File: config.mk
export PLATFORM = sky130hd
export DESIGN_NAME = pipelined_adder
export DESIGN_NICKNAME = d
export VERILOG_FILES = /design/src/rtl/pipelined_adder_pkg.sv /design/src/rtl/adder_slice.sv /design/src/rtl/pipelined_adder.sv
export SDC_FILE = /design/constraint.sdc
export NUM_CORES = 1
export LEC_CHECK = 0
export ABC_AREA = 1
export ABC_CLOCK_PERIOD_IN_PS = 5550
export CORE_UTILIZATION = 30
export CTS_CLUSTER_SIZE = 10
export DETAILED_ROUTE_END_ITERATION = 10
export HOLD_SLACK_MARGIN = 0.06
export PLACE_DENSITY = 0.53
export SYNTH_ARGS = -nofsm -noshare
export SYNTH_HDL_FRONTEND = slang
export SYNTH_HIERARCHICAL = 1
export SYNTH_SLANG_ARGS = --single-unit
File: constraint.sdc
create_clock -name clk -period 5.55 [get_ports clk]
set_input_delay 1.11 -clock clk [delete_from_list [all_inputs] [get_ports clk]]
set_output_delay 1.11 -clock clk [all_outputs]
set_load 0.01 [all_outputs]
File: src/rtl/pipelined_adder_pkg.sv
// Shared defaults and stage-count derivation for the segmented pipelined adder.
package pipelined_adder_pkg;

  localparam int DEFAULT_WIDTH = 16;
  localparam int DEFAULT_SEG   = 4;

  function automatic int calc_stages(input int width, input int seg);
    return width / seg;
  endfunction

endpackage

File: src/rtl/adder_slice.sv
// Combinational SEG-bit ripple segment; exposes the carry into its top bit for overflow.
module adder_slice #(
  parameter int SEG = 4
) (
  input  logic [SEG-1:0] a,
  input  logic [SEG-1:0] b,
  input  logic           cin,
  output logic [SEG-1:0] s,
  output logic           cout,
  output logic           c_msb
);

  logic [SEG:0] c;

  assign c[0] = cin;

  for (genvar i = 0; i < SEG; i++) begin : g_bit
    assign s[i]   = a[i] ^ b[i] ^ c[i];
    assign c[i+1] = (a[i] & b[i]) | (c[i] & (a[i] ^ b[i]));
  end

  assign cout  = c[SEG];
  assign c_msb = c[SEG-1];

endmodule

File: src/rtl/pipelined_adder.sv
// Segmented ripple adder, one SEG-bit segment per stage, with valid/ready flow control.
module pipelined_adder
  import pipelined_adder_pkg::*;
#(
  parameter int WIDTH = DEFAULT_WIDTH,
  parameter int SEG   = DEFAULT_SEG
) (
  input  logic             clk,
  input  logic             rst_n,
  input  logic             in_valid,
  output logic             in_ready,
  input  logic [WIDTH-1:0] a,
  input  logic [WIDTH-1:0] b,
  input  logic             cin,
  input  logic             sub,
  output logic             out_valid,
  input  logic             out_ready,
  output logic [WIDTH-1:0] sum,
  output logic             cout,
  output logic             ovf
);

  localparam int STAGES = calc_stages(WIDTH, SEG);

  if ((SEG < 1) || ((WIDTH % SEG) != 0)) begin : g_bad_cfg
    $error("pipelined_adder: WIDTH must be a positive multiple of SEG");
  end

  logic advance;

  // st_* are the inputs seen by stage k; r_* are the registers stage k loads.
  logic [WIDTH-1:0] st_a   [STAGES];
  logic [WIDTH-1:0] st_b   [STAGES];
  logic [WIDTH-1:0] st_acc [STAGES];
  logic             st_c   [STAGES];
  logic             st_v   [STAGES];

  logic [WIDTH-1:0] r_a    [STAGES];
  logic [WIDTH-1:0] r_b    [STAGES];
  logic [WIDTH-1:0] r_acc  [STAGES];
  logic             r_c    [STAGES];
  logic             r_v    [STAGES];
  logic             r_ovf;

  logic [SEG-1:0]   seg_s  [STAGES];
  logic             seg_co [STAGES];
  logic             seg_cm [STAGES];

  assign advance  = !out_valid || out_ready;
  assign in_ready = advance;

  // Subtraction is folded in at the entry: invert B and force the carry-in.
  always_comb begin
    st_a[0]   = a;
    st_b[0]   = sub ? ~b : b;
    st_c[0]   = sub | cin;
    st_v[0]   = in_valid;
    st_acc[0] = '0;
    for (int k = 1; k < STAGES; k++) begin
      st_a[k]   = r_a[k-1];
      st_b[k]   = r_b[k-1];
      st_c[k]   = r_c[k-1];
      st_v[k]   = r_v[k-1];
      st_acc[k] = r_acc[k-1];
    end
  end

  for (genvar k = 0; k < STAGES; k++) begin : g_slice
    adder_slice #(.SEG(SEG)) u_slice (
      .a     (st_a[k][SEG-1:0]),
      .b     (st_b[k][SEG-1:0]),
      .cin   (st_c[k]),
      .s     (seg_s[k]),
      .cout  (seg_co[k]),
      .c_msb (seg_cm[k])
    );
  end

  // Operands shift down one segment per stage; finished sum segments enter
  // from the top, so the full result lines up at the last stage.
  always_ff @(posedge clk or negedge rst_n) begin
    if (!rst_n) begin
      for (int k = 0; k < STAGES; k++) begin
        r_v[k]   <= 1'b0;
        r_c[k]   <= 1'b0;
        r_a[k]   <= '0;
        r_b[k]   <= '0;
        r_acc[k] <= '0;
      end
      r_ovf <= 1'b0;
    end else if (advance) begin
      for (int k = 0; k < STAGES; k++) begin
        r_v[k] <= st_v[k];
        if (st_v[k]) begin
          r_a[k]   <= st_a[k] >> SEG;
          r_b[k]   <= st_b[k] >> SEG;
          r_c[k]   <= seg_co[k];
          r_acc[k] <= (st_acc[k] >> SEG) | (WIDTH'(seg_s[k]) << (WIDTH - SEG));
        end
      end
      if (st_v[STAGES-1]) begin
        r_ovf <= seg_cm[STAGES-1] ^ seg_co[STAGES-1];
      end
    end
  end

  assign out_valid = r_v[STAGES-1];
  assign sum       = r_acc[STAGES-1];
  assign cout      = r_c[STAGES-1];
  assign ovf       = r_ovf;

endmodule
==> reports/metrics.csv <==
stage,metric,value,unit
finish,share of layout cells above drive strength 1,3.15,%
timing,Layout Skew,0.00650,ns
grt,first-pass GRT wire length,15600,um
pwr,"Power, Total",2.60,mW
clock_tree,buffer count from post-CTS setup fixing,0,
clock_tree,hold_buf cts,0,
critical_path,"Req. time, crit path",5.77,ns
job,Max-cap violations,0,
placement,dpl cells,746,
placement,port bufs,57,
synth,synth top area cells,"dfrtp_1, nand2_1, nand3_1",
synth,unique cell type count in the Yosys netlist,15,
floorplan,total I/O pin count,58,
synth,ys flop type,dfrtp_1,
timing,Final min period,3.65,ns
synth,syn_area_per_cell,8.49,um2
outcome,status,finished clean,
timing,Final Cycle Share,65.7,%
finish,area grow syn2layout,16.8,%
clock_tree,CTS Buf Count,9,
grt,antenna violations before repair,0,
clock_tree,CTS sink cnt,97,
detailed_routing,drt first-iter violations,200,
pwr,Peak supply drop,0.162,mV
detailed_routing,# DRC,0,
detailed_routing,DR vias/cell,4.28,
clock_tree,CTS H-tree lvls,3,
grt,gr usage total,12.1,%
synth,register area share after synthesis,52.5,%
timing,"Setup violations, final",0,
synth,Post-Synthesis Cells,545,
critical_path,CP Launch Type,primary input,
critical_path,critical path capture point type,register,
hold_path,min-delay src,sum[2],
synth,most frequent cell after synthesis,nand2_1,
floorplan,cell row count,45,
synth,synth warn,6,
floorplan,effective utilization at floorplan,30.5,%
detailed_routing,DRT Pass-1 Iters,5,
critical_path,FF-to-FF End,r_b[49],
timing,Final Max Tran Viols,0,
clock_tree,maximum root-to-sink buffer count,2,
detailed_routing,WL final,8650,um
critical_path,maximum fanout along the worst path,18,
hold_path,worst hold path type,reg -> reg,
detailed_routing,Routed wire per std cell,11.4,um
synth,top-area cell type share of the netlist area,52.5,%
synth,"Cell Area, Synth",0.00462,mm2
hold_path,hold endpoint,sum[2],
clock_tree,CTS tree,done,
grt,largest net degree at the start of global routing,87,
pwr,pwr dens,482,mW/mm2
critical_path,r2r worst-path depth,5,
floorplan,Die H,126,um
finish,final net count,623,
pwr,P_leak,2.88,nW
grt,grt ovf,0,
critical_path,reg-to-reg startpoint,out_valid,
clock_tree,CTS root buffer,clkbuf_16,
synth,cell taking the most area after synthesis,dfrtp_1,
grt,vias in the first global route,3329,
timing,actual slew at the worst max-slew pin,0.900,ns
synth,Syn Nets,599,
timing,RSZ-0062 raised after global routing,false,
critical_path,worst setup path class,in -> reg,
hold_path,hold depth,2,
critical_path,"Arr. time, crit path",3.86,ns
synth,flop and latch count out of synthesis,97,
placement,final RePlAce weighted congestion,0.733,
timing,worst relative slew slack,39.8,%
synth,Synth top cells by count,"nand2_1, dfrtp_1, nand3_1",
floorplan,Die Span X,126,um
timing,fmax,274,MHz
floorplan,CORE AREA,0.0151,mm2
timing,final hold vios,0,
finish,"Core Util, Final",35.7,%
finish,fill count,1557,
floorplan,die area,0.0159,mm2
finish,Non-Filler Instances,759,
critical_path,worst reg2reg setup slack,3.08,ns
synth,Post-synth EDFFs,0,
clock_tree,Skew-Pair Late Insertion Delay,0.34,ns
detailed_routing,Final ANT Viol Nets,0,
clock_tree,post-cts sizing count,0,
placement,hpwl dp,6130,um
clock_tree,CTS clock-pin slew for the worst setup and hold paths,0.06,ns
detailed_routing,via count,3247,
synth,Async SR Flop Fraction,100,%
finish,antenna diode count,0,
timing,post-route setup TNS,0,ns
## cell families (layout without fill, tap and decap cells)
logic type	count (synthesis)	count (layout)	share of synthesized area [%]
AOI/OAI and AO/OA	3	3	0.325
and+or+nand+nor	329	329	29.1
adders and majority gates	16	16	6.93
buffers and inverters	96	122	10.4
DFF	97	97	52.5
xor gates and xnor gates	4	4	0.757
## registers in the layout, indices dropped and copies added, names as in the netlist
| name | flops |
|---|---|
| cout | 1 |
| out_valid | 1 |
| r_b | 24 |
| sum | 16 |
| r_acc | 24 |
| ovf | 1 |
| r_c | 3 |
| r_v | 3 |
| r_a | 24 |
## power breakdown
group,leakage (nW),internal [mW],switching [mW]
Combinational,1.53,0.378,0.476
Clock,0.124,0.308,0.233
Sequential,1.22,0.991,0.218
Total,2.88,1.68,0.927
## layer usage
layer | track usage, % | up-vias | wire (um)
li1 | - | 1696 | -
met1 | 16.6 | 1472 | 4410
met2 | 18.8 | 67 | 3790
met3 | 2.17 | 12 | 292
met4 | 5.10 | 0 | 145
met5 | 0 | - | 0
## through the flow
| step | hold WS [ns] | setup slack [ns] | cell area (um2) |
|---|---|---|---|
| 2_1_floorplan | 0.442 | 2.22 | 4620 |
| 3_3_place_gp | 0.455 | 1.62 | 5150 |
| 3_5_place_dp | 0.459 | 1.55 | 5150 |
| 4_1_cts | 0.474 | 1.91 | 5400 |
| 5_1_grt | 0.491 | 1.71 | 5400 |
| 6_report | 0.468 | 1.90 | 5400 |
## layout by cell type (no fill, tap or decap), drive strengths merged
cell           instances
nand3                 82
fa                    16
buf                    3
xor2                   4
o21ai                  1
clkbuf                12
dfrtp                 97
inv                   50
nand2                246
a21oi                  2
clkdlybuf4s50         56
or2                    1
clkinv                 1
## worst max path at each step
stage,startpoint,to,cells after the start
floorplan,sub,r_acc[63],11
global placement,sub,r_acc[63],10
detailed placement,sub,r_acc[63],10
CTS,sub,r_acc[63],10
global route,sub,r_acc[63],10
finish,sub,r_acc[63],10
## critical path, stage by stage
cell and delay, ns:
clkdlybuf4s50_1 0.87, xor2_1 0.25, fa_1 0.21, inv_1 0.05, fa_1 0.38, fa_1 0.37
inv_1 0.07, fa_1 0.40, nand3_1 0.09, nand2_1 0.07
## area by class of cell
| cell class | count | area [um2] | area share [%] |
|---|---|---|---|
| Sequential cell | 97 | 2430 | 44.9 |
| Clock inverter | 1 | 5.00 | 0.0926 |
| Inverter | 50 | 188 | 3.47 |
| Multi-Input combinational cell | 352 | 1720 | 31.8 |
| Clock buffer | 12 | 246 | 4.56 |
| Tap cell | 188 | 235 | 4.35 |
| Timing Repair Buffer | 59 | 583 | 10.8 |
No activity file was read; power rests on OpenSTA's default activity.
